$ cat config.mk
export PLATFORM = sky130hd
export DESIGN_NAME = hyperbus_tf_splitter
export DESIGN_NICKNAME = d
export VERILOG_FILES = /design/src/rtl/hyperbus_tf_splitter.sv
export SDC_FILE = /design/constraint.sdc
export NUM_CORES = 1
export LEC_CHECK = 0
export CAP_MARGIN = 40
export CORE_MARGIN = 10
export CORE_UTILIZATION = 60
export CTS_BUF_LIST = sky130_fd_sc_hd__clkbuf_4 sky130_fd_sc_hd__clkbuf_8
export CTS_CLUSTER_SIZE = 16
export DETAILED_ROUTE_END_ITERATION = 10
export DONT_BUFFER_PORTS = 1
export GPL_ROUTABILITY_DRIVEN = 1
export PLACE_DENSITY_LB_ADDON = 0.05
export SLEW_MARGIN = 15
export SYNTH_ARGS = -nofsm -noshare
export SYNTH_HDL_FRONTEND = slang
export SYNTH_SLANG_ARGS = --single-unit
export TNS_END_PERCENT = 20
$ cat constraint.sdc
create_clock -name clk_i -period 15.5 [get_ports clk_i]
set_clock_uncertainty 0.05 [all_clocks]
set_input_delay 3.1 -clock clk_i [delete_from_list [all_inputs] [get_ports clk_i]]
set_output_delay 3.1 -clock clk_i [all_outputs]
set_load 0.01 [all_outputs]
$ cat src/rtl/hyperbus_tf_splitter.sv
// hyperbus_tf_splitter: breaks long linear HyperBus transfers into
// sub-transfers of at most cfg_t_burst_max_i words (t_CSM limit).
//
// Ports:
//   clk_i, rst_i            clock, synchronous active-high reset
//   cfg_t_burst_max_i       max words per chunk (0 = no split)
//   cfg_address_mask_msb_i  highest incrementing address bit
//   tf_*_i / tf_ready_o     parent descriptor, valid/ready handshake
//   tf_*_o / tf_ready_i     chunk descriptor, valid/ready handshake
//   tf_last_o               chunk is the final one of its parent
//   chunk_cnt_o             emitted-chunk counter
//
// Optional: define HYPERBUS_SPLIT_STATS_EN to build the saturating
// chunk counter; otherwise chunk_cnt_o is tied to 0.

module hyperbus_tf_splitter #(
  parameter int BurstWidth = 15,
  parameter int AddrWidth  = 32
) (
  input  logic                  clk_i,
  input  logic                  rst_i,
  input  logic [15:0]           cfg_t_burst_max_i,
  input  logic [4:0]            cfg_address_mask_msb_i,
  input  logic                  tf_valid_i,
  output logic                  tf_ready_o,
  input  logic                  tf_write_i,
  input  logic [BurstWidth-1:0] tf_burst_i,
  input  logic                  tf_burst_type_i,
  input  logic                  tf_address_space_i,
  input  logic [AddrWidth-1:0]  tf_address_i,
  output logic                  tf_valid_o,
  input  logic                  tf_ready_i,
  output logic                  tf_write_o,
  output logic [BurstWidth-1:0] tf_burst_o,
  output logic                  tf_burst_type_o,
  output logic                  tf_address_space_o,
  output logic [AddrWidth-1:0]  tf_address_o,
  output logic                  tf_last_o,
  output logic [15:0]           chunk_cnt_o
);

  typedef enum logic {
    Idle,
    Emit
  } state_e;

  state_e state_q, state_d;

  logic                  write_q;
  logic                  btype_q;
  logic                  space_q;
  logic [AddrWidth-1:0]  addr_q;
  logic [BurstWidth-1:0] rem_q;
  logic [15:0]           limit_q;
  logic [4:0]            msb_q;

  logic                  split;
  logic [BurstWidth-1:0] chunk;
  logic [AddrWidth-1:0]  mask;
  logic [AddrWidth-1:0]  sum;
  logic [AddrWidth-1:0]  addr_d;
  logic                  accept;
  logic                  hs;

  // 32-bit compare: a limit of 2^15 or more never splits.
  assign split = (limit_q != 16'd0) & btype_q & ~space_q
               & (32'(rem_q) > 32'(limit_q));

  assign chunk = split ? limit_q[BurstWidth-1:0] : rem_q;

  always_comb begin
    mask = '0;
    for (int i = 0; i < AddrWidth; i++) begin
      mask[i] = (i <= int'(msb_q));
    end
  end

  // Low bits wrap inside the mask window, high bits are held.
  assign sum    = addr_q + AddrWidth'({chunk, 1'b0});
  assign addr_d = (sum & mask) | (addr_q & ~mask);

  always_ff @(posedge clk_i) begin
    if (rst_i) begin
      state_q <= Idle;
    end else begin
      state_q <= state_d;
    end
  end

  always_comb begin
    state_d    = state_q;
    tf_ready_o = 1'b0;
    tf_valid_o = 1'b0;
    unique case (state_q)
      Idle: begin
        tf_ready_o = 1'b1;
        if (tf_valid_i) state_d = Emit;
      end
      Emit: begin
        tf_valid_o = 1'b1;
        if (tf_ready_i && !split) state_d = Idle;
      end
      default: state_d = Idle;
    endcase
  end

  assign accept = tf_valid_i & tf_ready_o;
  assign hs     = tf_valid_o & tf_ready_i;

  always_ff @(posedge clk_i) begin
    if (rst_i) begin
      write_q <= 1'b0;
      btype_q <= 1'b0;
      space_q <= 1'b0;
      addr_q  <= '0;
      rem_q   <= '0;
      limit_q <= '0;
      msb_q   <= '0;
    end else if (accept) begin
      write_q <= tf_write_i;
      btype_q <= tf_burst_type_i;
      space_q <= tf_address_space_i;
      addr_q  <= tf_address_i & ~AddrWidth'(1);
      rem_q   <= tf_burst_i;
      limit_q <= cfg_t_burst_max_i;
      msb_q   <= cfg_address_mask_msb_i;
    end else if (hs && split) begin
      rem_q  <= rem_q - chunk;
      addr_q <= addr_d;
    end
  end

  assign tf_write_o         = write_q;
  assign tf_burst_o         = chunk;
  assign tf_burst_type_o    = btype_q;
  assign tf_address_space_o = space_q;
  assign tf_address_o       = addr_q;
  assign tf_last_o          = tf_valid_o & ~split;

`ifdef HYPERBUS_SPLIT_STATS_EN
  logic [15:0] cnt_q;

  always_ff @(posedge clk_i) begin
    if (rst_i) begin
      cnt_q <= '0;
    end else if (hs && cnt_q != 16'hFFFF) begin
      cnt_q <= cnt_q + 16'd1;
    end
  end

  assign chunk_cnt_o = cnt_q;
`else
  assign chunk_cnt_o = '0;
`endif

endmodule

==> run_results.csv <==
group,metric,value,unit
critical_path,slowest_delay,480,ps
final_layout,fill_cells,766,
critical_path,worstReg2RegStart,"limit_q[14]",
drt,ant_nets,0,
timing,slew_violations,0,
clocking,cts_resized,0,
final_layout,fin_cells,788,
clocking,clockBufferDepth,2,
timing,timing.fmax,167.3,MHz
critical_path,required,12350,ps
clocking,numCtsBuffers,9,
drt,first_iter_violations,262,
drt,wirelength,15540,µm
global_routing,grt_pass1_wl,24750,µm
logic_synthesis,ys_ff_latch,71,
die,rows,34,
die,die-area,13240,µm²
final_layout,nets,796,
logic_synthesis,synth_edf_count,0,
clocking,cts_tree,"done",
logic_synthesis,synth_cell_type_count,62,
timing,setup_violations,0,
global_routing,grt_use_total,0.2267,
logic_synthesis,synth_top_family_by_area,"compound AO/OA/AOI/OAI gates",
clocking,clk_latency,350,ps
logic_synthesis,yosysWarnings,0,
drt,wl_per_cell,19.71,µm
logic_synthesis,synthFlopType,"dfxtp_1",
die,start_util,0.6186,
logic_synthesis,synthAdderAreaFrac,0.1089,
place,dp_slack,9883,ps
min_path,hold_start,"limit_q[2]",
power_and_ir_drop,power_density,92.05,nW/µm²
critical_path,arrival,2830,ps
final_layout,synthToLayoutAreaGrowth,3.462,%
clocking,cts_root_buf,"clkbuf_8",
place,post-place-cells,772,
logic_synthesis,synthXorXnorAreaFrac,0.04523,
critical_path,critPathKind,"reg -> out",
power_and_ir_drop,leakagePower,2.197,nW
place,io_buffers,0,
critical_path,crit_buf_inv,2,
run_status,status,"complete, no violations",
logic_synthesis,synth_mux_area_frac,0.05493,
place,dpl_cell_area,5431,µm²
logic_synthesis,ys_seq_area_frac,0.2622,
critical_path,path_cells,"inv_1 > ha_1 > nand4b_1 > nor4_1 > o21ai_1 > a31oi_2 > buf_4 > mux2_1",
place,dp_hpwl,11940,µm
min_path,min_to,"limit_q[2]",
drt,num_vias,5040,
clocking,cts_max_level,3,
logic_synthesis,syn_avg_cell_area,7.767,µm²
global_routing,grt_max_degree,61,
timing,hold_viol,0,
logic_synthesis,synth_compound_area_frac,0.2492,
clocking,clkTransAtPathRegs,80,ps
critical_path,slowest_stage,"mux2_1",
clocking,hold_buffers,0,
timing,setup_slack,9521,ps
drt,routed_via_density,6.396,
final_layout,multi_input_area,3666,µm²
final_layout,fin_area,5609,µm²
critical_path,cp-start-kind,"register",
power_and_ir_drop,ir_drop,0.04487,mV
drt,drtPass1Iterations,8,
drt,drcViolationCount,0,
timing,period_needed,5979,ps
final_layout,antenna-diode-count,0,
clocking,cts_sinks,71,
critical_path,r2r_setup_slack,10120,ps
logic_synthesis,synth_area,5421,µm²
timing,max-slew-margin-rel,0.4135,
timing,worst_pin_slew,878.6,ps
die,io_pins,144,
critical_path,path_max_fanout,23,
critical_path,critical_path.top_delay_family,"multiplexers",
min_path,hold_path.class,"reg -> reg",
timing,rsz0062_at_grt,"false",
die,die_x,115.1,µm
final_layout,fin_util,0.6401,
timing,post-route-period-util,0.3857,
die,die_h,115.1,µm
clocking,postCtsSetupBuffers,0,
final_layout,layout-drive-gt1-share,0.07353,
logic_synthesis,netlist_instances,698,
final_layout,register_area,1421,µm²
logic_synthesis,yosys.area_share.simple,0.2022,
critical_path,reg2reg_depth,18,
global_routing,grt_pass1_vias,4980,
min_path,holdPathStages,2,
run,maxCapViolations,0,
critical_path,cp-end-kind,"output port",
timing,tns,0,ps
logic_synthesis,async_flop_share,0,
place,finalWeightedCongestion,0.8922,
die,core,8763,µm²
global_routing,grt_overflow,0,
global_routing,grt_antenna_before_repair,0,
[worst register-to-register path: cells and delay by family, from the launching register on]
family / cells / cell delay [ps]
AOI/OAI and AO/OA: 9 / 2420
adders and majority gates: 3 / 1060
buffers and inverters: 2 / 450
DFF: 1 / 450
and+or+nand+nor: 4 / 820
[per-layer routing]
metal  up-vias  global-route usage  routed length, µm
met5         -                   0                  0
met4         0             0.08003                396
met3        33             0.05938               1398
met2       186              0.3964               7629
met1      2366              0.2601               6110
li1       2455                   -                  -
[layout by cell type (no fill, tap or decap), types with 13 or more instances in the layout]
cell type,count
nor2_1,33
a21oi_1,71
ha_1,44
a211oi_1,13
o21ai_0,24
mux2i_1,14
a31oi_1,15
dfxtp_1,71
nand3_1,16
conb_1,17
inv_1,26
nand2_1,94
xnor2_1,17
[kinds of logic after synthesis]
| logic type | after synthesis |
|---|---|
| and+or+nand+nor | 226 |
| AOI/OAI and AO/OA | 208 |
| buffers and inverters | 90 |
| DFF | 71 |
| adders and majority gates | 46 |
| xor gates and xnor gates | 28 |
| muxes | 28 |
| other | 1 |
[report_power, final]
part           leakage (nW)  internal [mW]  switching (mW)
registers             0.586          0.196          0.0222
logic                  1.53         0.0679          0.0903
clock network        0.0863         0.0608          0.0793
[cell type report]
class,instances,area share
Clock buffer,10,0.02342
Clock inverter,6,0.008253
Inverter,35,0.02342
Multi-Input combinational cell,553,0.6536
Sequential cell,71,0.2534
Tap cell,108,0.02409
Timing Repair Buffer,5,0.01383
[worst max path at each step]
stage,end,cells past startpoint,start
final,tf_burst_o[4],8,limit_q[14]
after global routing,tf_burst_o[4],8,limit_q[14]
after CTS,tf_burst_o[4],8,limit_q[14]
after detailed placement,tf_burst_o[4],8,limit_q[14]
after global placement,tf_burst_o[4],8,limit_q[14]
after floorplan,tf_burst_o[2],9,limit_q[14]
[Yosys cell counts (5+ instances only)]
master    instances  area, µm²
dfxtp_1          71       1421
xnor2_1          17      148.9
nor3_1            9      45.04
nor4_1            6      37.54
a21oi_1          71      355.3
and3_1           10      62.56
inv_2             9      33.78
buf_4            17      127.6
mux2i_1          14      140.1
nand2_1          95      356.6
mux2_2            9      101.4
a211oi_1         13      97.59
o21bai_1          6      45.04
nand3_1          16      80.08
nand4_1           6      37.54
a21o_1            9      67.56
ha_1             44      550.5
o21a_1            9      67.56
mux2_1            5      56.30
o21ai_1           8      40.04
nor2_1           33      123.9
clkbuf_1         28      105.1
buf_2             5      25.02
nand2b_1          8      50.05
o31ai_1          10      75.07
or4_1             5      37.54
o211ai_1         11      82.58
inv_1            26      97.59
xor2_1           11      96.34
o21ai_0          24      120.1
a311oi_1          6      52.55
nor2b_1           8      50.05
a31oi_1          16      100.1
or3_1            10      62.56
[through the flow]
stage,hold slack [ps],total power [mW]
after global placement,424.2,0.3702
after CTS,444.9,0.5154
after detailed placement,433.1,0.3784
after floorplan,407.5,0.3477
final,446.1,0.5163
after global routing,464.2,0.5473
Power figures use the tool's default switching activity.
